`src/rtl/mul_arbiter_if.sv`:
```
// mul_arbiter_if: requester, response and multiplier-side signals of mul_arbiter.
// slave is the arbiter's own view; master is the view of the surrounding datapaths and multiplier.
interface mul_arbiter_if #(
  parameter int unsigned NUM_REQ   = 4,
  parameter int unsigned WIDTH     = 8,
  parameter int unsigned OUT_WIDTH = 2 * WIDTH,
  parameter int unsigned ID_W      = $clog2(NUM_REQ)
);
  logic [NUM_REQ-1:0]       req_valid;
  logic [NUM_REQ-1:0]       req_ready;
  logic [NUM_REQ*WIDTH-1:0] req_a;
  logic [NUM_REQ*WIDTH-1:0] req_b;
  logic                     rsp_valid;
  logic                     rsp_ready;
  logic [ID_W-1:0]          rsp_id;
  logic [OUT_WIDTH-1:0]     rsp_o;
  logic                     rsp_err;
  logic                     mul_in_valid;
  logic [WIDTH-1:0]         mul_a;
  logic [WIDTH-1:0]         mul_b;
  logic [OUT_WIDTH-1:0]     mul_o;
  logic                     mul_out_valid;

  modport slave (
    input  req_valid, req_a, req_b, rsp_ready, mul_o, mul_out_valid,
    output req_ready, rsp_valid, rsp_id, rsp_o, rsp_err, mul_in_valid, mul_a, mul_b
  );

  modport master (
    output req_valid, req_a, req_b, rsp_ready, mul_o, mul_out_valid,
    input  req_ready, rsp_valid, rsp_id, rsp_o, rsp_err, mul_in_valid, mul_a, mul_b
  );
endinterface

```
`src/rtl/mul_arbiter.sv`:
```
// mul_arbiter: round-robin scheduler sharing one start/finish multiplier among NUM_REQ requesters.
// Define MUL_ARB_TIMEOUT_EN to enable the WAIT watchdog (TIMEOUT cycles, reports rsp_err).
module mul_arbiter #(
  parameter int unsigned NUM_REQ   = 4,
  parameter int unsigned WIDTH     = 8,
  parameter int unsigned OUT_WIDTH = 2 * WIDTH,
  parameter int unsigned TIMEOUT   = 64,
  parameter int unsigned ID_W      = $clog2(NUM_REQ)
) (
  input logic          clk,
  input logic          rst_n,
  mul_arbiter_if.slave bus
);

  if (NUM_REQ < 2 || NUM_REQ > 8 || TIMEOUT < 1) begin : g_param_check
    $error("mul_arbiter: unsupported parameter set");
  end

  typedef enum logic [1:0] {StIdle, StIssue, StWait, StResp} state_e;

  state_e               state_q, state_d;
  logic [ID_W-1:0]      ptr_q, ptr_d;
  logic [ID_W-1:0]      id_q, id_d;
  logic [WIDTH-1:0]     a_q, a_d;
  logic [WIDTH-1:0]     b_q, b_d;
  logic                 mul_in_valid_q, mul_in_valid_d;
  logic                 rsp_valid_q, rsp_valid_d;
  logic [OUT_WIDTH-1:0] rsp_o_q, rsp_o_d;

`ifdef MUL_ARB_TIMEOUT_EN
  localparam int unsigned CntW = $clog2(TIMEOUT + 1);
  logic [CntW-1:0] cnt_q, cnt_d;
  logic            rsp_err_q, rsp_err_d;
`endif

  logic            gnt_found;
  logic [ID_W-1:0] gnt_id;
  logic [ID_W:0]   cand;
  logic            accept;

  // Search upward from ptr; cand < 2*NUM_REQ so one conditional subtract wraps it.
  always_comb begin
    gnt_found = 1'b0;
    gnt_id    = '0;
    cand      = '0;
    for (int unsigned k = 0; k < NUM_REQ; k++) begin
      cand = {1'b0, ptr_q} + (ID_W + 1)'(k);
      if (cand >= (ID_W + 1)'(NUM_REQ)) begin
        cand = cand - (ID_W + 1)'(NUM_REQ);
      end
      if (!gnt_found && bus.req_valid[cand[ID_W-1:0]]) begin
        gnt_found = 1'b1;
        gnt_id    = cand[ID_W-1:0];
      end
    end
  end

  assign accept        = (state_q == StIdle) && gnt_found;
  assign bus.req_ready = accept ? (NUM_REQ'(1) << gnt_id) : '0;

  always_comb begin
    state_d        = state_q;
    ptr_d          = ptr_q;
    id_d           = id_q;
    a_d            = a_q;
    b_d            = b_q;
    mul_in_valid_d = 1'b0;
    rsp_valid_d    = rsp_valid_q;
    rsp_o_d        = rsp_o_q;
`ifdef MUL_ARB_TIMEOUT_EN
    cnt_d          = cnt_q;
    rsp_err_d      = rsp_err_q;
`endif
    unique case (state_q)
      StIdle: begin
        if (accept) begin
          state_d        = StIssue;
          id_d           = gnt_id;
          ptr_d          = (gnt_id == ID_W'(NUM_REQ - 1)) ? '0 : gnt_id + ID_W'(1);
          a_d            = bus.req_a[gnt_id*WIDTH +: WIDTH];
          b_d            = bus.req_b[gnt_id*WIDTH +: WIDTH];
          mul_in_valid_d = 1'b1;
        end
      end
      StIssue: begin
        state_d = StWait;
`ifdef MUL_ARB_TIMEOUT_EN
        cnt_d   = '0;
`endif
      end
      StWait: begin
        // A completion in the expiry cycle still wins over the watchdog.
        if (bus.mul_out_valid) begin
          state_d     = StResp;
          rsp_valid_d = 1'b1;
          rsp_o_d     = bus.mul_o;
`ifdef MUL_ARB_TIMEOUT_EN
          rsp_err_d   = 1'b0;
        end else if (cnt_q == CntW'(TIMEOUT - 1)) begin
          state_d     = StResp;
          rsp_valid_d = 1'b1;
          rsp_o_d     = '0;
          rsp_err_d   = 1'b1;
        end else begin
          cnt_d       = cnt_q + CntW'(1);
`endif
        end
      end
      StResp: begin
        if (bus.rsp_ready) begin
          state_d     = StIdle;
          rsp_valid_d = 1'b0;
        end
      end
      default: state_d = StIdle;
    endcase
  end

  always_ff @(posedge clk or negedge rst_n) begin
    if (!rst_n) begin
      state_q        <= StIdle;
      ptr_q          <= '0;
      id_q           <= '0;
      a_q            <= '0;
      b_q            <= '0;
      mul_in_valid_q <= 1'b0;
      rsp_valid_q    <= 1'b0;
      rsp_o_q        <= '0;
`ifdef MUL_ARB_TIMEOUT_EN
      cnt_q          <= '0;
      rsp_err_q      <= 1'b0;
`endif
    end else begin
      state_q        <= state_d;
      ptr_q          <= ptr_d;
      id_q           <= id_d;
      a_q            <= a_d;
      b_q            <= b_d;
      mul_in_valid_q <= mul_in_valid_d;
      rsp_valid_q    <= rsp_valid_d;
      rsp_o_q        <= rsp_o_d;
`ifdef MUL_ARB_TIMEOUT_EN
      cnt_q          <= cnt_d;
      rsp_err_q      <= rsp_err_d;
`endif
    end
  end

  assign bus.mul_in_valid = mul_in_valid_q;
  assign bus.mul_a        = a_q;
  assign bus.mul_b        = b_q;
  assign bus.rsp_valid    = rsp_valid_q;
  assign bus.rsp_id       = id_q;
  assign bus.rsp_o        = rsp_o_q;
`ifdef MUL_ARB_TIMEOUT_EN
  assign bus.rsp_err      = rsp_err_q;
`else
  assign bus.rsp_err      = 1'b0;
`endif

endmodule

```
`src/flat_wrapper.sv`:
```
// flat-port wrapper written by rule: the top's interface ports become plain ports
module mul_arbiter_flat 
#(
  parameter int unsigned NUM_REQ   = 4,
  parameter int unsigned WIDTH     = 8,
  parameter int unsigned OUT_WIDTH = 2 * WIDTH,
  parameter int unsigned TIMEOUT   = 64,
  parameter int unsigned ID_W      = $clog2(NUM_REQ)
)
  (clk, rst_n, bus_req_valid, bus_req_a, bus_req_b, bus_rsp_ready, bus_mul_o, bus_mul_out_valid, bus_req_ready, bus_rsp_valid, bus_rsp_id, bus_rsp_o, bus_rsp_err, bus_mul_in_valid, bus_mul_a, bus_mul_b);
  mul_arbiter_if #(.NUM_REQ(NUM_REQ), .WIDTH(WIDTH), .OUT_WIDTH(OUT_WIDTH), .ID_W(ID_W)) bus_i ();
  input logic clk;
  input logic rst_n;
  input wire logic [$bits(bus_i.req_valid)-1:0] bus_req_valid;
  input wire logic [$bits(bus_i.req_a)-1:0] bus_req_a;
  input wire logic [$bits(bus_i.req_b)-1:0] bus_req_b;
  input wire logic [$bits(bus_i.rsp_ready)-1:0] bus_rsp_ready;
  input wire logic [$bits(bus_i.mul_o)-1:0] bus_mul_o;
  input wire logic [$bits(bus_i.mul_out_valid)-1:0] bus_mul_out_valid;
  output wire logic [$bits(bus_i.req_ready)-1:0] bus_req_ready;
  output wire logic [$bits(bus_i.rsp_valid)-1:0] bus_rsp_valid;
  output wire logic [$bits(bus_i.rsp_id)-1:0] bus_rsp_id;
  output wire logic [$bits(bus_i.rsp_o)-1:0] bus_rsp_o;
  output wire logic [$bits(bus_i.rsp_err)-1:0] bus_rsp_err;
  output wire logic [$bits(bus_i.mul_in_valid)-1:0] bus_mul_in_valid;
  output wire logic [$bits(bus_i.mul_a)-1:0] bus_mul_a;
  output wire logic [$bits(bus_i.mul_b)-1:0] bus_mul_b;
  assign bus_i.req_valid = bus_req_valid;
  assign bus_i.req_a = bus_req_a;
  assign bus_i.req_b = bus_req_b;
  assign bus_i.rsp_ready = bus_rsp_ready;
  assign bus_i.mul_o = bus_mul_o;
  assign bus_i.mul_out_valid = bus_mul_out_valid;
  assign bus_req_ready = bus_i.req_ready;
  assign bus_rsp_valid = bus_i.rsp_valid;
  assign bus_rsp_id = bus_i.rsp_id;
  assign bus_rsp_o = bus_i.rsp_o;
  assign bus_rsp_err = bus_i.rsp_err;
  assign bus_mul_in_valid = bus_i.mul_in_valid;
  assign bus_mul_a = bus_i.mul_a;
  assign bus_mul_b = bus_i.mul_b;
  mul_arbiter #(.NUM_REQ(NUM_REQ), .WIDTH(WIDTH), .OUT_WIDTH(OUT_WIDTH), .TIMEOUT(TIMEOUT), .ID_W(ID_W)) u_core (.clk(clk), .rst_n(rst_n), .bus(bus_i));
endmodule
```
`config.mk`:
```
export PLATFORM = sky130hd
export DESIGN_NAME = mul_arbiter_flat
export DESIGN_NICKNAME = d
export VERILOG_FILES = /design/src/rtl/mul_arbiter_if.sv /design/src/rtl/mul_arbiter.sv /design/src/flat_wrapper.sv
export SDC_FILE = /design/constraint.sdc
export NUM_CORES = 1
export LEC_CHECK = 0
export ABC_AREA = 1
export BUFFER_PORTS_ARGS = -buffer_cell sky130_fd_sc_hd__buf_4
export CELL_PAD_IN_SITES_DETAIL_PLACEMENT = 1
export CELL_PAD_IN_SITES_GLOBAL_PLACEMENT = 1
export CORE_UTILIZATION = 30
export DETAILED_ROUTE_END_ITERATION = 8
export GPL_TIMING_DRIVEN = 0
export PLACE_DENSITY = 0.77
export SYNTH_ARGS = -nofsm -noshare
export SYNTH_HDL_FRONTEND = slang
export SYNTH_SLANG_ARGS = --single-unit
```
`constraint.sdc`:
```
create_clock -name clk -period 4.6 [get_ports clk]
set_input_delay 0.46 -clock clk [delete_from_list [all_inputs] [get_ports clk]]
set_output_delay 0.46 -clock clk [all_outputs]
set_load 0.005 [all_outputs]
```
==> flow_metrics.tcl, run 1 <==
set metrics [dict create \
    ys_seq_area_frac 0.383 \
    startpoint_type "flip-flop" \
    cp_max_fo 10 \
    htreeDepth 2 \
    fp.dieH_um 95.4 \
    nFillCells 1079 \
    synth_area_per_cell_um2 7.05 \
    cts.reportedPaths.clkPinSlew_ps 80 \
    hold_path.class "in -> async" \
    p_leak_uw 0.00222 \
    cts_tree "built" \
    peakVddDrop_v 0.000315 \
    postCtsHoldBufs 0 \
    fin_area_um2 3810 \
    overflow 0 \
    period_minus_slack_ps 2900 \
    fin_crit_sh 0.630 \
    dieArea_um2 9100 \
    rr_startpoint "u_core.ptr_q[0]" \
    yosysTopAreaCell "dfrtp_1" \
    synth_fp_nets 464 \
    gp_congestion 0.787 \
    synth_top_area_share 0.383 \
    vias_per_cell 4.53 \
    grt_pass1_vias 2838 \
    endpoint_kind "primary output" \
    relSlewSlack 0.647 \
    synth-seq-cells 40 \
    drt_iter0_drc 61 \
    die_w_um 95.4 \
    worst_slew_pin_slew_ps 529 \
    hold_viol 0 \
    post-cts-setup-buffers 0 \
    slew_violations 0 \
    crit_path_start "u_core.ptr_q[0]" \
    numCtsBuffers 5 \
    num_rows 33 \
    power.density_nw_per_um2 724 \
    drt_wl_total_um 8080 \
    ioPinCount 129 \
    synth_area_leaders "dfrtp_1 38%, nand2_1 17%, nand3_1 12%" \
    syn_inst 371 \
    synth.distinct_cells 26 \
    cts_resized 0 \
    clock-skew-final_ps 1.96 \
    grt_pass1_wl_um 13200 \
    ant_nets 0 \
    fin_setup_tns_ps 0 \
    total_power_uw 2760 \
    grt_max_degree 41 \
    layout-drive-gt1-share 0.360 \
    start_util 0.314 \
    vias 2765 \
    antenna_found_initial 0 \
    core_um2 8340 \
    cp.arrival_ps 2440 \
    max_freq_mhz 345 \
    path_class "reg -> out" \
    cts_buffer_depth 2 \
    required_ps 4140 \
    cap_viol_max_count 0 \
    synthToLayoutAreaGrowth_pct 45.7 \
    clock_latency_ps 290 \
    rsz0062_at_grt "false" \
    post_drt_wl_per_cell_um 13.2 \
    hpwl_um 6420 \
    cts-root-buf "clkbuf_8" \
    grt_usage 0.187 \
    yosys_warnings 0 \
    fin_nets 598 \
    n_antenna_cell 0 \
    status "completed" \
    dr.pass1.iters 4 \
    drcViolationCount 0 \
    netlist_area_um2 2620 \
    place_area_um2 3700 \
    finalSetupViolations 0 \
    io_buffers 127 \
    cts.sinks 40 \
]
layout by cell type, fill, tap and decap left out, types with 6 or more instances in the layout:
cell type	n
nand2_1	120
buf_4	131
or2_0	6
dfrtp_1	40
mux2_2	16
buf_2	6
inv_1	68
nand3_1	61
nor2_1	11
cells by family after synthesis:
| group | count (synthesis) | synth area share |
|---|---|---|
| AOI/OAI and AO/OA | 9 | 0.0177 |
| other | 1 | 0.00143 |
| and+or+nand+nor | 213 | 0.363 |
| muxes | 16 | 0.0689 |
| buffers and inverters | 87 | 0.142 |
| adders and majority gates | 5 | 0.0239 |
| DFF | 40 | 0.383 |
through the flow:
stage | hold WS [ps] | utilization | instances | setup slack [ps]
2_1_floorplan | 164 | - | 371 | 2460
5_1_grt | 182 | 0.457 | 611 | 1520
3_5_place_dp | 472 | 0.444 | 603 | 1920
4_1_cts | 165 | 0.457 | 611 | 1670
6_report | 134 | 0.457 | 611 | 1700
3_3_place_gp | 467 | 0.444 | 603 | 1950
cell type report:
type,count,area (µm²),area share
Clock buffer,5,68.8,0.0181
Inverter,73,274,0.0719
Tap cell,105,131,0.0345
Multi-Input combinational cell,244,1240,0.326
Sequential cell,40,1000,0.263
Clock inverter,3,42.5,0.0112
Buffer,14,97.6,0.0256
Timing Repair Buffer,127,953,0.250
worst max-delay path, cell delays in order (launching register included):
cell     delay, ps
dfrtp_1        390
buf_4          170
nand2_1         70
nand2_1        110
nand2_1         80
nand2_1         60
a21oi_1        120
nand2_1        200
nand2_4        190
buf_2          260
ha_1           180
inv_1           40
nor2_1         140
buf_4          130
state kept, by name, indices dropped and copies added, names as in the netlist:
register	cells
u_core.bus.rsp_o	16
u_core.bus.mul_a	8
u_core.bus.mul_b	8
u_core.bus.rsp_id	2
u_core.ptr_q	2
u_core.state_q	2
u_core.bus.mul_in_valid	1
u_core.bus.rsp_valid	1
routing by layer:
layer,routed length [µm],share of wire,track usage,vias up
met1,3390,0.42,0.224,1291
met5,0,0,0,-
met2,4120,0.51,0.332,75
li1,-,-,-,1390
met4,123,0.015,0.0560,0
met3,449,0.056,0.0431,9
where the power goes:
group          switching (µW)  leakage [µW]  internal, µW
registers                96.0      0.000485           534
clock network             129     0.0000541           161
logic                    1060       0.00168           781
worst paths after layout:
path | depth (start not counted) | endpoint | slack [ps]
max | 13 | bus_req_ready[2] | 1700
min | 1 | u_core.bus.mul_b[0] | 130
max reg2reg | 13 | u_core.ptr_q[1] | 2440
min reg2reg | 2 | u_core.bus.mul_a[0] | 490
max in group asynchronous | 1 | u_core.bus.mul_a[2] | 4090
min in group clk | 2 | u_core.bus.rsp_o[1] | 400
cell usage after synthesis, drive strengths merged:
cell	count
nand3	62
or2	9
buf	13
conb	1
nor3	1
a21oi	3
mux2	16
o22ai	1
clkbuf	1
inv	73
nand4	1
o21ai	5
nand2	125
nor2	15
ha	5
dfrtp	40
Power figures use the tool's default switching activity.
==> run 2: changes to the inputs <==
CORE_UTILIZATION = 28   (was 30)
PLACE_DENSITY = 0.75   (was 0.77)
clock period = 2.5 ns   (was 4.6 ns; I/O delays follow)
==> run 2 against run 1 <==
Sequential power grew 87%. Clock skew grew 3.4 ps. Worst setup slack lost 1600 ps. First-iteration DRC count grew 3.3%. Sequential share of layout area shrank 1.7 points. Critical path type unchanged.
==> flow_metrics.tcl, run 2 (synthesized netlist as in run 1, its figures left out) <==
set metrics [dict create \
    status "completed" \
    vias_per_cell 4.56 \
    peakVddDrop_v 0.000631 \
    slew_violations 0 \
    dp_slack_ps 124 \
    endpoint_kind "primary output" \
    r2r_slack_ps 350 \
    gp_congestion 0.798 \
    cts-root-buf "clkbuf_8" \
    dieArea_um2 9730 \
    n_antenna_cell 0 \
    required_ps 2250 \
    min_to "u_core.bus.rsp_o[5]" \
    cts.reportedPaths.clkPinSlew_ps 90 \
    total_power_uw 5870 \
    die_w_um 98.7 \
    rr_startpoint "u_core.ptr_q[0]" \
    numCtsBuffers 5 \
    fin_nets 616 \
    grt_usage 0.181 \
    min_from "bus_mul_o[5]" \
    fin_ws_ps 68.8 \
    drt_wl_total_um 8630 \
    grt_pass1_vias 3040 \
    timing.rr.end "u_core.bus.mul_a[1]" \
    hpwl_um 6510 \
    cp_max_fo 7 \
    io_buffers 127 \
    num_rows 34 \
    fin_crit_sh 0.972 \
    cts.sinks 40 \
    post_drt_wl_per_cell_um 13.7 \
    core_um2 8890 \
    relSlewSlack 0.635 \
    start_util 0.294 \
    hold_viol 0 \
    nFillCells 1131 \
    worst_slew_pin_slew_ps 547 \
    whs_ps 182 \
    path_class "reg -> out" \
    layout-drive-gt1-share 0.420 \
    htreeDepth 2 \
    drcViolationCount 0 \
    clock-skew-final_ps 5.37 \
    vias 2882 \
    ant_nets 0 \
    synthToLayoutAreaGrowth_pct 56.4 \
    hold_depth 2 \
    grt_pass1_wl_um 14100 \
    ioPinCount 129 \
    grt_max_degree 41 \
    clock_latency_ps 290 \
    finalSetupViolations 0 \
    antenna_found_initial 0 \
    final_cells 632 \
    cp.arrival_ps 2180 \
    final_cell_mix "146 x buf_4, 107 x nand2_1, 68 x inv_1" \
    max_freq_mhz 411 \
    overflow 0 \
    p_leak_uw 0.00234 \
    dr.pass1.iters 4 \
    fin_setup_tns_ps 0 \
    power.density_nw_per_um2 1430 \
    drt_iter0_drc 63 \
    cts_tree "built" \
    fp.dieH_um 98.7 \
    hold_path.class "in -> reg" \
    largest_reg_flops 16 \
    cts_buffer_depth 2 \
    cap_viol_max_count 0 \
    mostFrequentLayoutCell "buf_4" \
    worstRegToRegCells 16 \
    period_minus_slack_ps 2430 \
    dp_cells 606 \
    startpoint_type "flip-flop" \
]
-- run 2: worst max-delay path by stage --
stage / startpoint / to / slack, ps / cells after the start
2_1_floorplan: u_core.ptr_q[0] / bus_req_ready[2] / 570 / 12
3_3_place_gp: u_core.ptr_q[0] / bus_req_ready[2] / 170 / 12
3_5_place_dp: u_core.ptr_q[0] / bus_req_ready[2] / 120 / 12
4_1_cts: u_core.ptr_q[0] / bus_req_ready[2] / 4 / 14
5_1_grt: u_core.ptr_q[0] / bus_req_ready[3] / -30 / 14
6_report: u_core.ptr_q[0] / bus_req_ready[2] / 70 / 14
-- run 2: layout make-up --
class	instances	area, µm²	share of cell area
repair buffers	146	1100	0.269
well taps	108	135	0.0330
multi-input cells	244	1340	0.326
clock buffers	5	68.8	0.0168
plain buffers	13	118	0.0287
flip-flops and latches	40	1000	0.245
clock inverters	3	46.3	0.0113
inverters	73	284	0.0694
-- run 2: timing repair --
| item | CTS | global route |
|---|---|---|
| hold endpoints to repair | 40 | 0 |
| pin swaps | 4 | 13 |
| gates resized for setup | 16 | 26 |
| setup buffers | 6 | 11 |
| endpoints found under the setup margin | 4 | 4 |
| gates cloned | 0 | 1 |
| hold buffers | 1 | 0 |
-- run 2: per-layer routing --
layer / global-route usage / vias to the layer above / share of wire
met5: 0 / - / 0
met4: 0.0494 / 0 / 0.014
met3: 0.0284 / 9 / 0.038
met2: 0.337 / 71 / 0.52
met1: 0.216 / 1373 / 0.43
li1: - / 1429 / -
-- run 2: stage by stage --
stage                util  cell area [µm²]
finish              0.460             4090
global route        0.460             4090
CTS                 0.442             3930
detailed placement  0.417             3700
global placement    0.417             3700
floorplan               -             2620
-- run 2: report_power, final --
| part | switching [µW] | leakage [µW] | total (µW) | internal [µW] |
|---|---|---|---|---|
| registers | 197 | 0.000482 | 1180 | 985 |
| clock network | 253 | 0.0000548 | 554 | 301 |
| logic | 2220 | 0.00180 | 4130 | 1920 |
-- run 2: critical path, stage by stage (launching register included) --
cell,delay (ps)
dfrtp_2,460
buf_6,150
nand2_4,70
nand2_4,60
nand2_2,90
nand2_2,70
nor2_4,130
nand3_2,100
nand2_4,110
nand2_8,80
buf_8,130
ha_1,190
inv_1,60
nor2_1,50
buf_4,130
